## src/rtl/fifo_arb_pkg.sv

```systemverilog
// Shared types, width helpers and default parameters for the FIFO write-port arbiter.
package fifo_arb_pkg;

    localparam int DEF_NUM_REQ    = 4;
    localparam int DEF_DATA_WIDTH = 16;
    localparam int DEF_MAX_BURST  = 4;

    typedef enum logic [0:0] {
        IDLE  = 1'b0,
        BURST = 1'b1
    } arb_state_e;

    function automatic int id_width(input int n);
        return (n > 1) ? $clog2(n) : 1;
    endfunction

    function automatic int burst_width(input int max_burst);
        return $clog2(max_burst + 1);
    endfunction

endpackage

```

## src/rtl/fifo_wr_arbiter_rr_pick.sv

```systemverilog
// Combinational round-robin picker: first set bit of req searching upward from start, wrapping.
module rr_pick
    import fifo_arb_pkg::*;
#(
    parameter int NUM_REQ = DEF_NUM_REQ,
    parameter int ID_W    = id_width(NUM_REQ)
) (
    input  logic [NUM_REQ-1:0] req,
    input  logic [ID_W-1:0]    start,
    output logic               found,
    output logic [ID_W-1:0]    idx
);

    function automatic logic [ID_W-1:0] wrap_add(input logic [ID_W-1:0] base, input int k);
        int s;
        s = int'(base) + k;
        s = (s >= NUM_REQ) ? (s - NUM_REQ) : s;
        return s[ID_W-1:0];
    endfunction

    // Walk from farthest to nearest so the candidate closest to start overwrites the others.
    always_comb begin
        found = 1'b0;
        idx   = '0;
        for (int k = NUM_REQ - 1; k >= 0; k--) begin
            found = found | req[wrap_add(start, k)];
            idx   = req[wrap_add(start, k)] ? wrap_add(start, k) : idx;
        end
    end

endmodule

```

## src/rtl/fifo_wr_arbiter.sv

```systemverilog
// Round-robin, burst-limited arbiter sharing one FIFO write port; registered write stage,
// overflow-safe issue gating and a sticky check that every issued write is acknowledged.
module fifo_wr_arbiter
    import fifo_arb_pkg::*;
#(
    parameter int NUM_REQ    = DEF_NUM_REQ,
    parameter int DATA_WIDTH = DEF_DATA_WIDTH,
    parameter int MAX_BURST  = DEF_MAX_BURST
) (
    input  logic                          clk,
    input  logic                          rst,
    input  logic [NUM_REQ-1:0]            req_valid,
    input  logic [NUM_REQ*DATA_WIDTH-1:0] req_data,
    output logic [NUM_REQ-1:0]            req_ready,
    input  logic                          fifo_full,
    input  logic                          fifo_almostfull,
    input  logic                          fifo_wr_ack,
    output logic                          fifo_wr_en,
    output logic [DATA_WIDTH-1:0]         fifo_data_in,
    output logic [$clog2(NUM_REQ)-1:0]    grant_id,
    output logic                          drop_err,
    output logic [15:0]                   beat_cnt_total
);

    localparam int ID_W = id_width(NUM_REQ);
    localparam int BC_W = burst_width(MAX_BURST);
    localparam logic [ID_W-1:0] LAST_ID   = ID_W'(NUM_REQ - 1);
    localparam logic [BC_W-1:0] BURST_LIM = BC_W'(MAX_BURST);

    arb_state_e            state_q, state_d;
    logic [ID_W-1:0]       owner_q, owner_d;
    logic [ID_W-1:0]       rr_ptr_q, rr_ptr_d;
    logic [BC_W-1:0]       burst_cnt_q, burst_cnt_d;
    logic                  wr_en_q, wr_en_d;
    logic [DATA_WIDTH-1:0] data_q, data_d;
    logic [ID_W-1:0]       grant_id_q, grant_id_d;
    logic                  drop_q, drop_d;
    logic                  pend_q, pend_d;
    logic [15:0]           beat_q, beat_d;

    logic                  can_issue;
    logic                  grant;
    logic [ID_W-1:0]       grant_idx;
    logic [ID_W-1:0]       pick_start;
    logic                  pick_found;
    logic [ID_W-1:0]       pick_idx;

    function automatic logic [ID_W-1:0] inc_wrap(input logic [ID_W-1:0] v);
        return (v == LAST_ID) ? '0 : (v + ID_W'(1));
    endfunction

    // Ignores concurrent reads, so a write already in flight never over-commits the last slot.
    assign can_issue  = !fifo_full && !(fifo_almostfull && wr_en_q);
    assign pick_start = (state_q == IDLE) ? inc_wrap(rr_ptr_q) : inc_wrap(owner_q);

    rr_pick #(
        .NUM_REQ (NUM_REQ),
        .ID_W    (ID_W)
    ) u_rr_pick (
        .req   (req_valid),
        .start (pick_start),
        .found (pick_found),
        .idx   (pick_idx)
    );

    always_comb begin
        state_d     = state_q;
        owner_d     = owner_q;
        rr_ptr_d    = rr_ptr_q;
        burst_cnt_d = burst_cnt_q;
        grant       = 1'b0;
        grant_idx   = owner_q;
        if (rst || !can_issue) begin
            grant = 1'b0;
        end else begin
            case (state_q)
                IDLE: begin
                    if (pick_found) begin
                        grant       = 1'b1;
                        grant_idx   = pick_idx;
                        owner_d     = pick_idx;
                        rr_ptr_d    = pick_idx;
                        burst_cnt_d = BC_W'(1);
                        state_d     = BURST;
                    end else begin
                        state_d = IDLE;
                    end
                end
                BURST: begin
                    if (req_valid[owner_q] && (burst_cnt_q < BURST_LIM)) begin
                        grant       = 1'b1;
                        grant_idx   = owner_q;
                        burst_cnt_d = burst_cnt_q + BC_W'(1);
                    end else if (pick_found) begin
                        // Search began at owner+1, so the current owner is considered last.
                        grant       = 1'b1;
                        grant_idx   = pick_idx;
                        owner_d     = pick_idx;
                        rr_ptr_d    = pick_idx;
                        burst_cnt_d = BC_W'(1);
                        state_d     = BURST;
                    end else begin
                        state_d = IDLE;
                    end
                end
                default: begin
                    state_d = IDLE;
                end
            endcase
        end
    end

    always_comb begin
        req_ready  = '0;
        wr_en_d    = grant;
        data_d     = data_q;
        beat_d     = beat_q;
        grant_id_d = grant_id_q;
        pend_d     = wr_en_q;
        drop_d     = drop_q | (pend_q & ~fifo_wr_ack);
        if (grant) begin
            req_ready[grant_idx] = 1'b1;
            data_d               = req_data[grant_idx*DATA_WIDTH +: DATA_WIDTH];
            beat_d               = beat_q + 16'd1;
            grant_id_d           = grant_idx;
        end else begin
            req_ready = '0;
        end
    end

    always_ff @(posedge clk) begin
        if (rst) begin
            state_q     <= IDLE;
            owner_q     <= '0;
            rr_ptr_q    <= LAST_ID;
            burst_cnt_q <= '0;
            wr_en_q     <= 1'b0;
            data_q      <= '0;
            grant_id_q  <= '0;
            drop_q      <= 1'b0;
            pend_q      <= 1'b0;
            beat_q      <= 16'd0;
        end else begin
            state_q     <= state_d;
            owner_q     <= owner_d;
            rr_ptr_q    <= rr_ptr_d;
            burst_cnt_q <= burst_cnt_d;
            wr_en_q     <= wr_en_d;
            data_q      <= data_d;
            grant_id_q  <= grant_id_d;
            drop_q      <= drop_d;
            pend_q      <= pend_d;
            beat_q      <= beat_d;
        end
    end

    assign fifo_wr_en     = wr_en_q;
    assign fifo_data_in   = data_q;
    assign grant_id       = grant_id_q;
    assign drop_err       = drop_q;
    assign beat_cnt_total = beat_q;

endmodule
```

## config.mk

```make
export PLATFORM = sky130hd
export DESIGN_NAME = fifo_wr_arbiter
export DESIGN_NICKNAME = d
export VERILOG_FILES = /design/src/rtl/fifo_arb_pkg.sv /design/src/rtl/fifo_wr_arbiter_rr_pick.sv /design/src/rtl/fifo_wr_arbiter.sv
export SDC_FILE = /design/constraint.sdc
export NUM_CORES = 1
export LEC_CHECK = 0
export BUFFER_PORTS_ARGS = -buffer_cell sky130_fd_sc_hd__buf_2
export CAP_MARGIN = 20
export CORE_MARGIN = 2
export CORE_UTILIZATION = 48
export DETAILED_ROUTE_END_ITERATION = 16
export PLACE_DENSITY_LB_ADDON = 0.2
export SKIP_LAST_GASP = 1
export SLEW_MARGIN = 25
export SYNTH_ARGS = -nofsm -noshare
export SYNTH_HDL_FRONTEND = slang
export SYNTH_HIERARCHICAL = 1
export SYNTH_SLANG_ARGS = --single-unit
```

## constraint.sdc

```tcl
create_clock -name clk -period 2.8 [get_ports clk]
set_input_delay 0.42 -clock clk [delete_from_list [all_inputs] [get_ports clk]]
set_output_delay 0.42 -clock clk [all_outputs]
set_load 0.02 [all_outputs]
```

# Word level (Yosys, flattened, before mapping)
# Index checks and enable logic that the tools add are counted.
# word_totals
ff_bits	45
input_bits	73
out_inout_bits	40
word_cells	92
# op_classes
addsub	11
n_lt_le_gt_ge	12
n_eq_ne	3
n_shift	1
muxes	38
bitwise_logic	8
reduce_logical	9
# ops
cell	count
$shiftx A64 B7 Y16	1
$mux W2	16
$lt A2 B3 Y1 const B	6
$add A16 B1 Y16 const B	1
$bmux W1 S2	5
$ge A3 B3 Y1 const B	3
$mux W1	9
$pmux W2 S2	2
$sub A2 B1 Y2 const B	4
$add A2 B2 Y3 const B	2
$mux W3	2
$pmux W3 S2	1
$add A2 B1 Y2 const B	2
$eq A2 B2 Y1 const B	2
$logic_and A1 B1 Y1	4
$mux W4	1
$or A1 B1 Y1	4
$add A2 B1 Y3 const B	1
$add A3 B1 Y3 const B	1
$ge A2 B3 Y1 const B	1
$logic_not A1 Y1	3
$lt A3 B3 Y1 const B	1
$not A1 Y1	3
$demux W1 S2	1
6 further kinds	6

# Logic depth before layout (Yosys ltp)
# depth
depth_word	21
ltp_mapped	12
depth_no_buf	9

# By module
# The synthesis kept the hierarchy.
# by_module_without_submodules
module	instances	cells_each	area_each_um2	seq_area_each_um2
fifo_wr_arbiter	1	292	2548.7	900.9
rr_pick	1	13	77.6	0.0

# Least setup slack after synthesis
# No wires, ideal clock.
# synth_timing
path_kind	flip-flop to output port
startpoint	register owner_q[0]
endpoint	output port req_ready[0]
arrival_ns	2.503
t_required_ns	2.380
setup_slack_ns	-0.123
stages_incl_launch_ff	11
path_buffers	3
path_cell_list	dfxtp_1 > ha_1 > o31ai_1 > nand2b_1 > a211oi_1 > nor2_1 > buf_1 > a211o_1 > buf_6 > buf_4 > nor3_1
# synth_between
elab_chain_cells	21
word_cells_on_any_way	51
classes_between	add/sub: 8; order compare: 6; eq/ne: 1; mux: 31; bitwise: 3; reduce/logical: 2
# synth_rtl
element	line	text
start: declaration	fifo_wr_arbiter.sv:31	logic [ID_W-1:0] owner_q, owner_d;
start signal: assignment	fifo_wr_arbiter.sv:145	owner_q <= owner_d;
$add A2 B1 Y2 / $eq A2 B2 Y1 (equally long branches)	fifo_wr_arbiter.sv:49	return (v == LAST_ID) ? '0 : (v + ID_W'(1));
$mux W2 (*)	fifo_wr_arbiter.sv:49	
$mux W2 (*)	fifo_wr_arbiter.sv:54	assign pick_start = (state_q == IDLE) ? inc_wrap(rr_ptr_q) : inc_wrap(owner_q);
net pick_start[0]	fifo_wr_arbiter.sv:44	logic [ID_W-1:0] pick_start;
$add A2 B2 Y3	fifo_wr_arbiter_rr_pick.sv:16	s = int'(base) + k;
$ge A3 B3 Y1 / $sub A2 B1 Y2 (equally long branches)	fifo_wr_arbiter_rr_pick.sv:17	s = (s >= NUM_REQ) ? (s - NUM_REQ) : s;
$mux W2	fifo_wr_arbiter_rr_pick.sv:17	
$bmux W1 S2	fifo_wr_arbiter_rr_pick.sv:27	idx = req[wrap_add(start, k)] ? wrap_add(start, k) : idx;
[5 not listed]	n/a	
net pick_idx[1]	fifo_wr_arbiter.sv:46	logic [ID_W-1:0] pick_idx;
[1 not listed]	n/a	
$mux W2	n/a	
$pmux W2 S2 (*)	n/a	
$mux W2 (*)	n/a	
$lt A2 B3 Y1 (implied by the code) / $ge A2 B1 Y1 (equally long branches)	fifo_wr_arbiter.sv:122	req_ready[grant_idx] = 1'b1;
$logic_and A1 B1 Y1 (implied by the code)	fifo_wr_arbiter.sv:122	
$mux W1 (implied by the code)	fifo_wr_arbiter.sv:122	
$demux W1 S2 (*)	fifo_wr_arbiter.sv:122	
$mux W4 (*)	fifo_wr_arbiter.sv:121	if (grant) begin
end: declaration	fifo_wr_arbiter.sv:14	output logic [NUM_REQ-1:0] req_ready,
# The timed path passes the listed nets; every way through them passes the cells marked *. The select of a mux whose other input is x is not followed.

# Final worst setup path
# layout_timing
startpoint	register rr_ptr_q[0]
endpoint	output port req_ready[3]
# layout_between
elab_chain_cells	21
word_cells_on_any_way	48
classes_between	add/sub: 8; order compare: 6; eq/ne: 1; mux: 29; bitwise: 3; reduce/logical: 1
# layout_rtl
element	line	text
start: declaration	fifo_wr_arbiter.sv:32	logic [ID_W-1:0] rr_ptr_q, rr_ptr_d;
start signal: assignment	fifo_wr_arbiter.sv:146	rr_ptr_q <= rr_ptr_d;
$add A2 B1 Y2 / $eq A2 B2 Y1 (equally long branches)	fifo_wr_arbiter.sv:49	
$mux W2 (*)	fifo_wr_arbiter.sv:49	
$mux W2 (*)	fifo_wr_arbiter.sv:54	
net pick_start[1]	fifo_wr_arbiter.sv:44	
$add A2 B2 Y3	fifo_wr_arbiter_rr_pick.sv:16	
$ge A3 B3 Y1 / $sub A2 B1 Y2 (equally long branches)	fifo_wr_arbiter_rr_pick.sv:17	
$mux W2	fifo_wr_arbiter_rr_pick.sv:17	
$bmux W1 S2	fifo_wr_arbiter_rr_pick.sv:27	
[5 not listed]	n/a	
net pick_idx[0]	fifo_wr_arbiter.sv:46	
[1 not listed]	n/a	
$mux W2	n/a	
$pmux W2 S2 (*)	n/a	
$mux W2 (*)	n/a	
$lt A2 B3 Y1 (implied by the code) / $ge A2 B1 Y1 (equally long branches)	fifo_wr_arbiter.sv:122	
$logic_and A1 B1 Y1 (implied by the code)	fifo_wr_arbiter.sv:122	
$mux W1 (implied by the code)	fifo_wr_arbiter.sv:122	
$demux W1 S2 (*)	fifo_wr_arbiter.sv:122	
$mux W4 (*)	fifo_wr_arbiter.sv:121	
# Marks and branches as above.

==> results.sh <==
export IMPL_status="complete, no violations"
export IMPL_area_growth_pct=35.7
export IMPL_syn_area_per_cell_um2=8.61
export IMPL_diodes=0
export IMPL_async_reset_ff_share_pct=0
export IMPL_synthesis_nets=382
export IMPL_drc_errors=0
export IMPL_post_route_period_util_pct=98.8
export IMPL_crit_arrival_ns=2.35
export IMPL_tightest_slew_ns=0.605
export IMPL_htreeDepth=2
export IMPL_swShare_pct=30.0
export IMPL_skew_ns=0.00546
export IMPL_drt_wl_total_mm=7.66
export IMPL_comb_power_share_pct=26.4
export IMPL_vias_per_cell=5.75
export IMPL_cts_root_buf="clkbuf_8"
export IMPL_synthCells=305
export IMPL_yosys_area_top_type="dfxtp_1"
export IMPL_synth_top_cell_area_share_pct=34.3
export IMPL_register_area_um2=902
export IMPL_cp_required_ns=2.38
export IMPL_power_switching_mw=0.448
export IMPL_cp_slowest_cell="dfxtp_2"
export IMPL_cp_max_fo=5
export IMPL_setup_viol=0
export IMPL_grt_pass1_vias=2535
export IMPL_num_rows=26
export IMPL_yosysMostFrequentCell="dfxtp_1"
export IMPL_die_w_um=78.0
export IMPL_start_util_pct=50.5
export IMPL_initialDrtViolationCount=155
export IMPL_ys_types=47
export IMPL_max_stage_delay_ns=0.35
export IMPL_io_pins=113
export IMPL_clockBufferDepth=2
export IMPL_fill_cells=422
export IMPL_grt_max_degree=34
export IMPL_hp_class="primary input to flop"
export IMPL_cts_tree="yes"
export IMPL_endpoint_kind="output port"
export IMPL_synth_area_leaders="dfxtp_1 (34%), a2111oi_0 (11%), mux2i_1 (7.2%)"
export IMPL_clk_pin_slew_ns=0.08
export IMPL_drtPass1Iterations=4
export IMPL_peakVddDrop_v=0.000232
export IMPL_p_clk_share_pct=27.6
export IMPL_ys_warnings_count=6
export IMPL_dieArea_mm2=0.00608
export IMPL_io_buffers=112
export IMPL_place_gp_congestion=0.869
export IMPL_grt_pass1_wl_mm=11.7
export IMPL_cp_num_buf_inv=2
export IMPL_cp_start_kind="flop"
export IMPL_seqPwrFrac_pct=46.0
export IMPL_hold_buffers=0
export IMPL_ant_nets=0
export IMPL_coreArea_mm2=0.00520
export IMPL_post_route_min_period_ns=2.77
export IMPL_multi_input_area_mm2=0.00165
export IMPL_via_count=2827
export IMPL_synth_edf_count=0
export IMPL_clk_latency_ns=0.29
export IMPL_cp_top_family="multiplexers"
export IMPL_crit_type="flop to output port"
export IMPL_synth_common_cells="dfxtp_1 (45), nor2_1 (37), a2111oi_0 (32), o21ai_0 (20), mux2i_1 (19)"
export IMPL_dieHeight_um=78.0
export IMPL_slew_violations=0
export IMPL_synth_seq_cells=45
export IMPL_overflow=0
export IMPL_cts_buffers_inserted=5
export IMPL_power_density_mw_per_mm2=418
export IMPL_rsz0062_at_grt="yes"
export IMPL_slew_limit_headroom_pct=59.2
export IMPL_leakagePower_nw=1.50
export IMPL_antenna_found_initial=0
export IMPL_max_cap_viol_count=0
export IMPL_fmax_mhz=361
export IMPL_finalHoldViolations=0
export IMPL_layoutNonFillerInstCount=492
export IMPL_p_int_mw=1.04
export IMPL_crit_chain="ha_2, mux2_4, mux2i_1, a211oi_2, nand3_2, o2bb2ai_4, buf_12, and3_4, buf_6"
export IMPL_wl_per_cell_um=15.6
export IMPL_nets=499
export IMPL_post_dp_hpwl_mm=5.46
export IMPL_synth_ff_type="dfxtp_1"
export IMPL_synth_seq_area_share_pct=34.3
export IMPL_cts_sinks=45
export IMPL_dp_cells=479
export IMPL_syn_area_mm2=0.00263
export IMPL_final_setup_tns_ns=0
export IMPL_drive_gt1_share_pct=39.6
export IMPL_track_usage_pct=23.4
## cell usage in the layout (no fill, tap or decap), drive strengths merged, types with 7 or more instances in the layout
master / count
a2111oi: 32
a211oi: 20
a21oi: 12
buf: 134
clkbuf: 7
dfxtp: 45
inv: 8
mux2i: 20
nand2: 12
nand3: 10
nor2: 37
o21ai: 21
## layer usage
metal	wire length (um)	part of all wire, %	global-route usage [%]	up-vias
li1	-	-	-	1397
met1	3270	43	29.7	1319
met2	3790	50	40.8	101
met3	527	6.9	5.00	10
met4	72	0.94	5.09	0
met5	0	0	0	-
## cells by family (layout without fill, tap and decap cells)
group                      after synthesis  after routing  synth area share, %
AOI/OAI and AO/OA                      101            101                 28.3
xor gates and xnor gates                 5              5                 1.67
adders and majority gates                4              4                 1.91
buffers and inverters                   33            150                 6.05
DFF                                     45             45                 34.3
muxes                                   25             25                 10.2
and+or+nand+nor                         92             92                 17.5
## area by class of cell
type,count,share of cell area (%)
Sequential cell,45,25.3
Multi-Input combinational cell,227,46.4
Timing Repair Buffer,135,22.6
Tap cell,70,2.46
Clock buffer,7,2.42
Inverter,8,0.842
## repair_timing
item	CTS	global route
gates cloned	1	0
setup buffers	4	1
resized for setup	13	11
pin swaps	6	5
endpoints found under the setup margin	4	9
## stage by stage
stage / hold slack [ns] / area, um2 / setup WS (ns) / total power [mW] / utilization (%)
5_1_grt: 0.474 / 3560 / -0.0791 / 1.56 / 68.5
4_1_cts: 0.434 / 3520 / 0.00931 / 1.49 / 67.6
2_1_floorplan: 0.433 / 2630 / 0.0369 / 0.921 / -
3_3_place_gp: 0.442 / 3310 / 0.243 / 1.05 / 63.5
3_5_place_dp: 0.449 / 3310 / 0.110 / 1.05 / 63.5
6_report: 0.431 / 3560 / 0.0326 / 1.49 / 68.5
## sequential cells by signal, summed over array words and instances (netlist names)
signal and flops:
fifo_data_in 16, grant_id 2, fifo_wr_en 1, owner_q 2
drop_err 1, beat_cnt_total 16, burst_cnt_q 3, pend_q 1
state_q 1, rr_ptr_q 2
## power groups by stage
stage / Sequential (mW) / Clock (mW) / Combinational [mW]
6_report: 0.686 / 0.411 / 0.394
5_1_grt: 0.690 / 0.443 / 0.424
4_1_cts: 0.686 / 0.416 / 0.384
3_5_place_dp: 0.701 / 0 / 0.351
3_3_place_gp: 0.700 / 0 / 0.346
2_1_floorplan: 0.727 / 0 / 0.194
## worst reg2reg max path: cells and delay by family, from the launching register on
family / cells / cell delay [ns]
flops: 1 / 0.35
buf+inv: 3 / 0.45
fa+ha+maj: 1 / 0.26
simple gates: 3 / 0.43
compound gates: 4 / 0.72
mux: 1 / 0.31
## path summary, 6_finish.rpt
| path | startpoint | endpoint | slack [ns] | cells after the start |
|---|---|---|---|---|
| max | rr_ptr_q[0]$_SDFFE_PP1P_ | req_ready[3] | 0.03 | 9 |
| min | fifo_wr_ack | drop_err$_SDFF_PP0_ | 0.43 | 4 |
| max reg2reg | rr_ptr_q[0]$_SDFFE_PP1P_ | fifo_data_in[6]$_SDFFE_PP0P_ | 0.15 | 12 |
| min reg2reg | grant_id[0]$_SDFFE_PP0P_ | grant_id[0]$_SDFFE_PP0P_ | 0.46 | 2 |
(Power assumes the default switching activity.)
